File: src/rtl/muldiv_sequencer_pkg.sv
// Shared encodings for the HI/LO multiply/divide sequencer.
// Op codes match the pipeline's 2-bit muldiv op field.
// State encoding is 3 bits so the FSM register stays small.
package muldiv_sequencer_pkg;

  localparam logic [1:0] OP_MULTU = 2'b00;
  localparam logic [1:0] OP_MULT  = 2'b01;
  localparam logic [1:0] OP_DIVU  = 2'b10;
  localparam logic [1:0] OP_DIV   = 2'b11;

  typedef enum logic [2:0] {
    ST_IDLE  = 3'd0,
    ST_PREP  = 3'd1,
    ST_ITER  = 3'd2,
    ST_FIXUP = 3'd3,
    ST_DONE  = 3'd4
  } state_t;

endpackage

File: src/rtl/muldiv_sequencer_twos_negate.sv
// Two's-complement negate: invert plus one.
// Latency: purely combinational.
// Backpressure: none, no handshake.
module twos_negate #(
  parameter int W = 32
) (
  input  logic [W-1:0] i_val,
  output logic [W-1:0] o_neg
);

  localparam logic [W-1:0] ONE = {{(W-1){1'b0}}, 1'b1};

  assign o_neg = ~i_val + ONE;

endmodule

File: src/rtl/muldiv_sequencer.sv
// HI/LO unit: radix-2 shift-add multiply and restoring divide, plus MTHI/MTLO.
// Latency: 34 cycles from accepted start to done, for every op.
// Backpressure: start and HI/LO writes are ignored while busy; no queuing.
module muldiv_sequencer
  import muldiv_sequencer_pkg::*;
#(
  parameter int WIDTH = 32
) (
  input  logic             clock,
  input  logic             reset,
  input  logic             start,
  input  logic [1:0]       op,
  input  logic [WIDTH-1:0] operand_a,
  input  logic [WIDTH-1:0] operand_b,
  input  logic             hi_write,
  input  logic             lo_write,
  input  logic [WIDTH-1:0] write_data,
  output logic             busy,
  output logic             done,
  output logic             div_by_zero,
  output logic [WIDTH-1:0] hi,
  output logic [WIDTH-1:0] lo
);

  localparam int CW = $clog2(WIDTH) + 1;
  localparam logic [CW-1:0] LAST_ITER = CW'(WIDTH - 1);
  localparam logic [CW-1:0] CNT_ONE   = CW'(1);

  state_t             r_state;
  state_t             w_next;
  logic [CW-1:0]      r_cnt;
  logic [1:0]         r_op;
  logic [WIDTH-1:0]   r_a_raw, r_b_raw;
  logic [WIDTH-1:0]   r_mcand;        // multiplicand or divisor magnitude
  logic [WIDTH-1:0]   r_sreg;         // multiplier / quotient shift register
  logic [WIDTH:0]     r_acc;          // product high part / partial remainder
  logic               r_neg_res, r_neg_rem, r_dbz;
  logic [WIDTH-1:0]   r_hi, r_lo;

  logic               w_idle_like, w_accept, w_signed;
  logic [WIDTH-1:0]   w_a_neg, w_b_neg, w_a_mag, w_b_mag;
  logic [WIDTH:0]     w_msum, w_madd, w_dshift, w_ddiff;
  logic [2*WIDTH-1:0] w_prod, w_prod_neg;
  logic [WIDTH-1:0]   w_quot_neg, w_rem_neg;

  assign w_idle_like = (r_state == ST_IDLE) || (r_state == ST_DONE);
  assign w_accept    = start && w_idle_like;
  assign w_signed    = r_op[0];

  twos_negate #(.W(WIDTH)) u_neg_a (.i_val(r_a_raw), .o_neg(w_a_neg));
  twos_negate #(.W(WIDTH)) u_neg_b (.i_val(r_b_raw), .o_neg(w_b_neg));

  assign w_a_mag = (w_signed && r_a_raw[WIDTH-1]) ? w_a_neg : r_a_raw;
  assign w_b_mag = (w_signed && r_b_raw[WIDTH-1]) ? w_b_neg : r_b_raw;

  // One iteration step for each loop flavour
  assign w_msum   = r_acc + {1'b0, r_mcand};
  assign w_madd   = r_sreg[0] ? w_msum : r_acc;
  assign w_dshift = {r_acc[WIDTH-1:0], r_sreg[WIDTH-1]};
  assign w_ddiff  = w_dshift - {1'b0, r_mcand};

  assign w_prod = {r_acc[WIDTH-1:0], r_sreg};
  twos_negate #(.W(2*WIDTH)) u_neg_prod (.i_val(w_prod), .o_neg(w_prod_neg));
  twos_negate #(.W(WIDTH)) u_neg_quot (.i_val(r_sreg), .o_neg(w_quot_neg));
  twos_negate #(.W(WIDTH)) u_neg_rem (.i_val(r_acc[WIDTH-1:0]), .o_neg(w_rem_neg));

  // FSM state register
  always_ff @(posedge clock or posedge reset) begin
    if (reset) r_state <= ST_IDLE;
    else       r_state <= w_next;
  end

  // FSM next-state: DONE can chain straight into PREP for back-to-back ops
  always_comb begin
    w_next = r_state;
    case (r_state)
      ST_IDLE:  if (start) w_next = ST_PREP;
      ST_PREP:  w_next = ST_ITER;
      ST_ITER:  if (r_cnt == LAST_ITER) w_next = ST_FIXUP;
      ST_FIXUP: w_next = ST_DONE;
      ST_DONE:  w_next = start ? ST_PREP : ST_IDLE;
      default:  w_next = ST_IDLE;
    endcase
  end

  // FSM outputs decoded from state
  always_comb begin
    busy        = 1'b0;
    done        = 1'b0;
    div_by_zero = 1'b0;
    case (r_state)
      ST_PREP, ST_ITER, ST_FIXUP: busy = 1'b1;
      ST_DONE: begin
        done        = 1'b1;
        div_by_zero = r_dbz;
      end
      default: ;
    endcase
  end

  // Datapath: operand capture, iteration, sign fixup and HI/LO writes
  always_ff @(posedge clock or posedge reset) begin
    if (reset) begin
      r_cnt     <= '0;
      r_op      <= OP_MULTU;
      r_a_raw   <= '0;
      r_b_raw   <= '0;
      r_mcand   <= '0;
      r_sreg    <= '0;
      r_acc     <= '0;
      r_neg_res <= 1'b0;
      r_neg_rem <= 1'b0;
      r_dbz     <= 1'b0;
      r_hi      <= '0;
      r_lo      <= '0;
    end else begin
      case (r_state)
        ST_IDLE, ST_DONE: begin
          if (w_accept) begin
            // a start in the same cycle as a write wins; the write is dropped
            r_op    <= op;
            r_a_raw <= operand_a;
            r_b_raw <= operand_b;
          end else begin
            if (hi_write) r_hi <= write_data;
            if (lo_write) r_lo <= write_data;
          end
        end
        ST_PREP: begin
          r_cnt     <= '0;
          r_acc     <= '0;
          r_neg_res <= w_signed && (r_a_raw[WIDTH-1] ^ r_b_raw[WIDTH-1]);
          r_neg_rem <= w_signed && r_a_raw[WIDTH-1];
          r_dbz     <= r_op[1] && (r_b_raw == '0);
          if (r_op[1]) begin
            r_sreg  <= w_a_mag;
            r_mcand <= w_b_mag;
          end else begin
            r_sreg  <= w_b_mag;
            r_mcand <= w_a_mag;
          end
        end
        ST_ITER: begin
          r_cnt <= r_cnt + CNT_ONE;
          if (r_op[1]) begin
            r_acc  <= w_ddiff[WIDTH] ? w_dshift : w_ddiff;
            r_sreg <= {r_sreg[WIDTH-2:0], ~w_ddiff[WIDTH]};
          end else begin
            r_acc  <= {1'b0, w_madd[WIDTH:1]};
            r_sreg <= {w_madd[0], r_sreg[WIDTH-1:1]};
          end
        end
        ST_FIXUP: begin
          if (r_op[1]) begin
            if (r_dbz) begin
              // divide by zero: LO saturates, HI returns the untouched dividend
              r_lo <= '1;
              r_hi <= r_a_raw;
            end else begin
              r_lo <= r_neg_res ? w_quot_neg : r_sreg;
              r_hi <= r_neg_rem ? w_rem_neg : r_acc[WIDTH-1:0];
            end
          end else begin
            {r_hi, r_lo} <= r_neg_res ? w_prod_neg : w_prod;
          end
        end
        default: ;
      endcase
    end
  end

  assign hi = r_hi;
  assign lo = r_lo;

endmodule

File: config.mk
export PLATFORM = sky130hd
export DESIGN_NAME = muldiv_sequencer
export DESIGN_NICKNAME = d
export VERILOG_FILES = /design/src/rtl/muldiv_sequencer_pkg.sv /design/src/rtl/muldiv_sequencer_twos_negate.sv /design/src/rtl/muldiv_sequencer.sv
export SDC_FILE = /design/constraint.sdc
export NUM_CORES = 1
export LEC_CHECK = 0
export ABC_CLOCK_PERIOD_IN_PS = 14300
export BUFFER_PORTS_ARGS = -buffer_cell sky130_fd_sc_hd__buf_4
export CAP_MARGIN = 0
export CORE_MARGIN = 1.5
export CORE_UTILIZATION = 32
export DETAILED_ROUTE_END_ITERATION = 12
export GPL_ROUTABILITY_DRIVEN = 0
export PLACE_DENSITY = 0.56
export SETUP_SLACK_MARGIN = 0.02
export SYNTH_ARGS = -nofsm -noshare
export SYNTH_HDL_FRONTEND = slang
export SYNTH_SLANG_ARGS = --single-unit
File: constraint.sdc
create_clock -name clock -period 14.3 [get_ports clock]
set_clock_uncertainty 0.2 [all_clocks]
set_input_delay 2.145 -clock clock [delete_from_list [all_inputs] [get_ports clock]]
set_output_delay 2.145 -clock clock [all_outputs]
set_load 0.1 [all_outputs]
==> results_dict.tcl <==
set metrics [dict create \
    path_cells "inv_1 -> ha_1 -> fa_1 -> nand2b_1 -> a21o_1 -> a31oi_1 -> a21bo_2 -> o21ai_0 -> a21boi_0 -> o21ai_0 -> a21oi_1 -> ha_1 -> buf_4 -> inv_1 -> or3_1 -> nor4_1 -> o31ai_1 -> a2bb2oi_1" \
    final_cells 3133 \
    yosysMostFrequentCell "nand2_1" \
    dieWidth_um 244.8 \
    ys_seq_area_share_pct 31.98 \
    hpwl_um 57720 \
    drt_pass1_iterations 10 \
    drive_gt1_share_pct 14.15 \
    max_slew.worst_pin.slew_ns 1.304 \
    final_antenna_net_count 0 \
    synthesis.area_sq_um 18700 \
    grt_max_degree 106 \
    drv_slew 0 \
    cts_root_buf "clkbuf_16" \
    hp-class "reg -> reg" \
    cts_made_buffers 29 \
    htree_levels 1 \
    n_fill_cell 5963 \
    synth_edf_count 0 \
    fin_nets 2521 \
    synth.area.top_cells "dfrtp_1 (32%), o21ai_0 (5.4%), a21oi_1 (5.3%)" \
    antennaDiodeCount 0 \
    cp_data_required_time_ns 14.61 \
    drcViolationCount 0 \
    grtUsageTotal_pct 24.66 \
    rows 88 \
    slew_headroom_pct 12.18 \
    antenna_found_initial 9 \
    regArea_sq_um 5986 \
    io_pins 170 \
    clk_latency_ns 0.59 \
    cts_tree "yes" \
    cp_slowest_cell "inv_1" \
    timing.final.crit_period_ns 5.338 \
    grt_overflow 0 \
    rsz0062_at_grt "false" \
    yosys.area.top_type_share_pct 31.98 \
    min_period_over_period_pct 37.33 \
    grt_pass1_vias 18150 \
    clockBufferDepth 3 \
    syn_inst 2287 \
    cts_setup_buffers 0 \
    cp.arrival_ns 5.65 \
    cap_violations 0 \
    yosys_most_used_dff "dfrtp_1" \
    end_kind "flop" \
    reg2reg_depth 18 \
    drt_wl_total_um 76220 \
    timing.fmax_mhz 187.3 \
    cp_max_fo 50 \
    syn2layout_area_growth_pct 14.95 \
    clock_sinks 239 \
    synthTopCellsByCount "nand2_1 (261), dfrtp_1 (239), o21ai_0 (203), a21oi_1 (198), nor2_1 (160)" \
    dieArea_sq_um 59910 \
    drt-initial-drc-count 2407 \
    synth.largest_area_cell "dfrtp_1" \
    grt_first_pass_wirelength_um 113900 \
    outcome "completed" \
    synth.avg_cell_area_sq_um 8.178 \
    multi_input_area_sq_um 11850 \
    portBuffers 169 \
    wl_per_cell_um 24.33 \
    cp_slowest_stage_delay_ns 0.51 \
    die_h_um 244.8 \
    critPathKind "reg -> reg" \
    cts.clk_slew.worst_paths_ns 0.06 \
    vias 19150 \
    dp_cells 3079 \
    syn-num-nets 2463 \
    avgViaCountPerCell 6.112 \
    hold_viol 0 \
    hold_depth 2 \
    yosysWarnings 0 \
    cts_hold_buf 0 \
    finalSetupViolations 0 \
    synth_cell_types 79 \
    cts_resized 0 \
    coreArea_sq_um 57700 \
    synthArstFlopShare_pct 100.0 \
    start_util_pct 32.42 \
    cp-start-kind "flop" \
    setup_tns_ns 0 \
    synth_seq_cells 239 \
]
==> cells in the final DEF, fill, tap and decap left out, types with 40 or more instances in the layout <==
cell,n
inv_1,69
o21ai_0,203
nor3_1,55
mux2_2,60
nor2_1,160
mux2i_1,76
xor2_1,63
dfrtp_1,237
xnor2_1,97
nand2_1,259
o22ai_1,50
a21oi_1,197
ha_1,71
buf_4,191
nand3_1,40
==> per-stage QoR <==
| step | hold WS (ns) | setup slack [ns] | util, % | cell area (sq um) |
|---|---|---|---|---|
| after floorplan | 0.2460 | 5.395 | - | 18700 |
| after global placement | 0.2674 | 9.312 | 35.55 | 20510 |
| after detailed placement | 0.2727 | 9.139 | 35.55 | 20510 |
| after CTS | 0.2867 | 9.131 | 37.26 | 21500 |
| after global routing | 0.3153 | 8.715 | 37.26 | 21500 |
| final | 0.2824 | 8.962 | 37.26 | 21500 |
==> layer usage <==
layer  global-route usage (%)  part of all wire (%)
met5                        0                  0.11
met4                    9.695                   4.3
met3                    5.565                   9.8
met2                    38.06                    44
met1                    33.28                    42
==> critical path, delay by kind of cell (launching register included) <==
| kind | cells | cell delay, ns |
|---|---|---|
| AND/OR/NAND/NOR | 3 | 0.84 |
| adder cells (fa/ha/maj) | 3 | 0.81 |
| AO/OA/AOI/OAI | 9 | 1.78 |
| buffers and inverters | 3 | 1.15 |
| flip-flops | 1 | 0.44 |
==> cell families (layout without fill, tap and decap cells) <==
family	after synthesis	in the layout	synth area share (%)
buffers and inverters	237	318	4.763
xor gates and xnor gates	160	160	7.493
muxes	136	136	7.680
and+or+nand+nor	684	684	17.31
AOI/OAI and AO/OA	758	758	25.82
DFF	239	239	31.98
adders and majority gates	73	73	4.964
==> sequential cells by signal, summed over array words and instances, names as in the netlist <==
register,flops
r_neg_res,1
r_neg_rem,1
r_sreg,32
hi,32
lo,32
r_b_raw,32
r_acc,33
r_dbz,1
r_a_raw,32
r_op,2
r_mcand,32
r_state,3
r_cnt,6
==> area by class of cell <==
class | instances | area share, %
Clock inverter | 13 | 0.8148
Multi-Input combinational cell | 1811 | 55.14
Clock buffer | 41 | 3.771
Sequential cell | 239 | 27.84
Inverter | 73 | 1.310
Tap cell | 765 | 4.452
Timing Repair Buffer | 191 | 6.670
==> worst paths after layout <==
check                      startpoint          end  slack (ns)
min                            lo[13]       lo[13]        0.28
min reg2reg                    lo[13]       lo[13]        0.28
max                        r_sreg[31]    r_acc[28]        8.96
min in group asynchronous       reset  r_b_raw[10]        1.45
max reg2reg                r_sreg[31]    r_acc[28]        8.96
max in group asynchronous       reset   r_mcand[6]       10.09
Power is not shown: default switching activity piles up to over one toggle a cycle in this logic, so the estimate is an artifact.
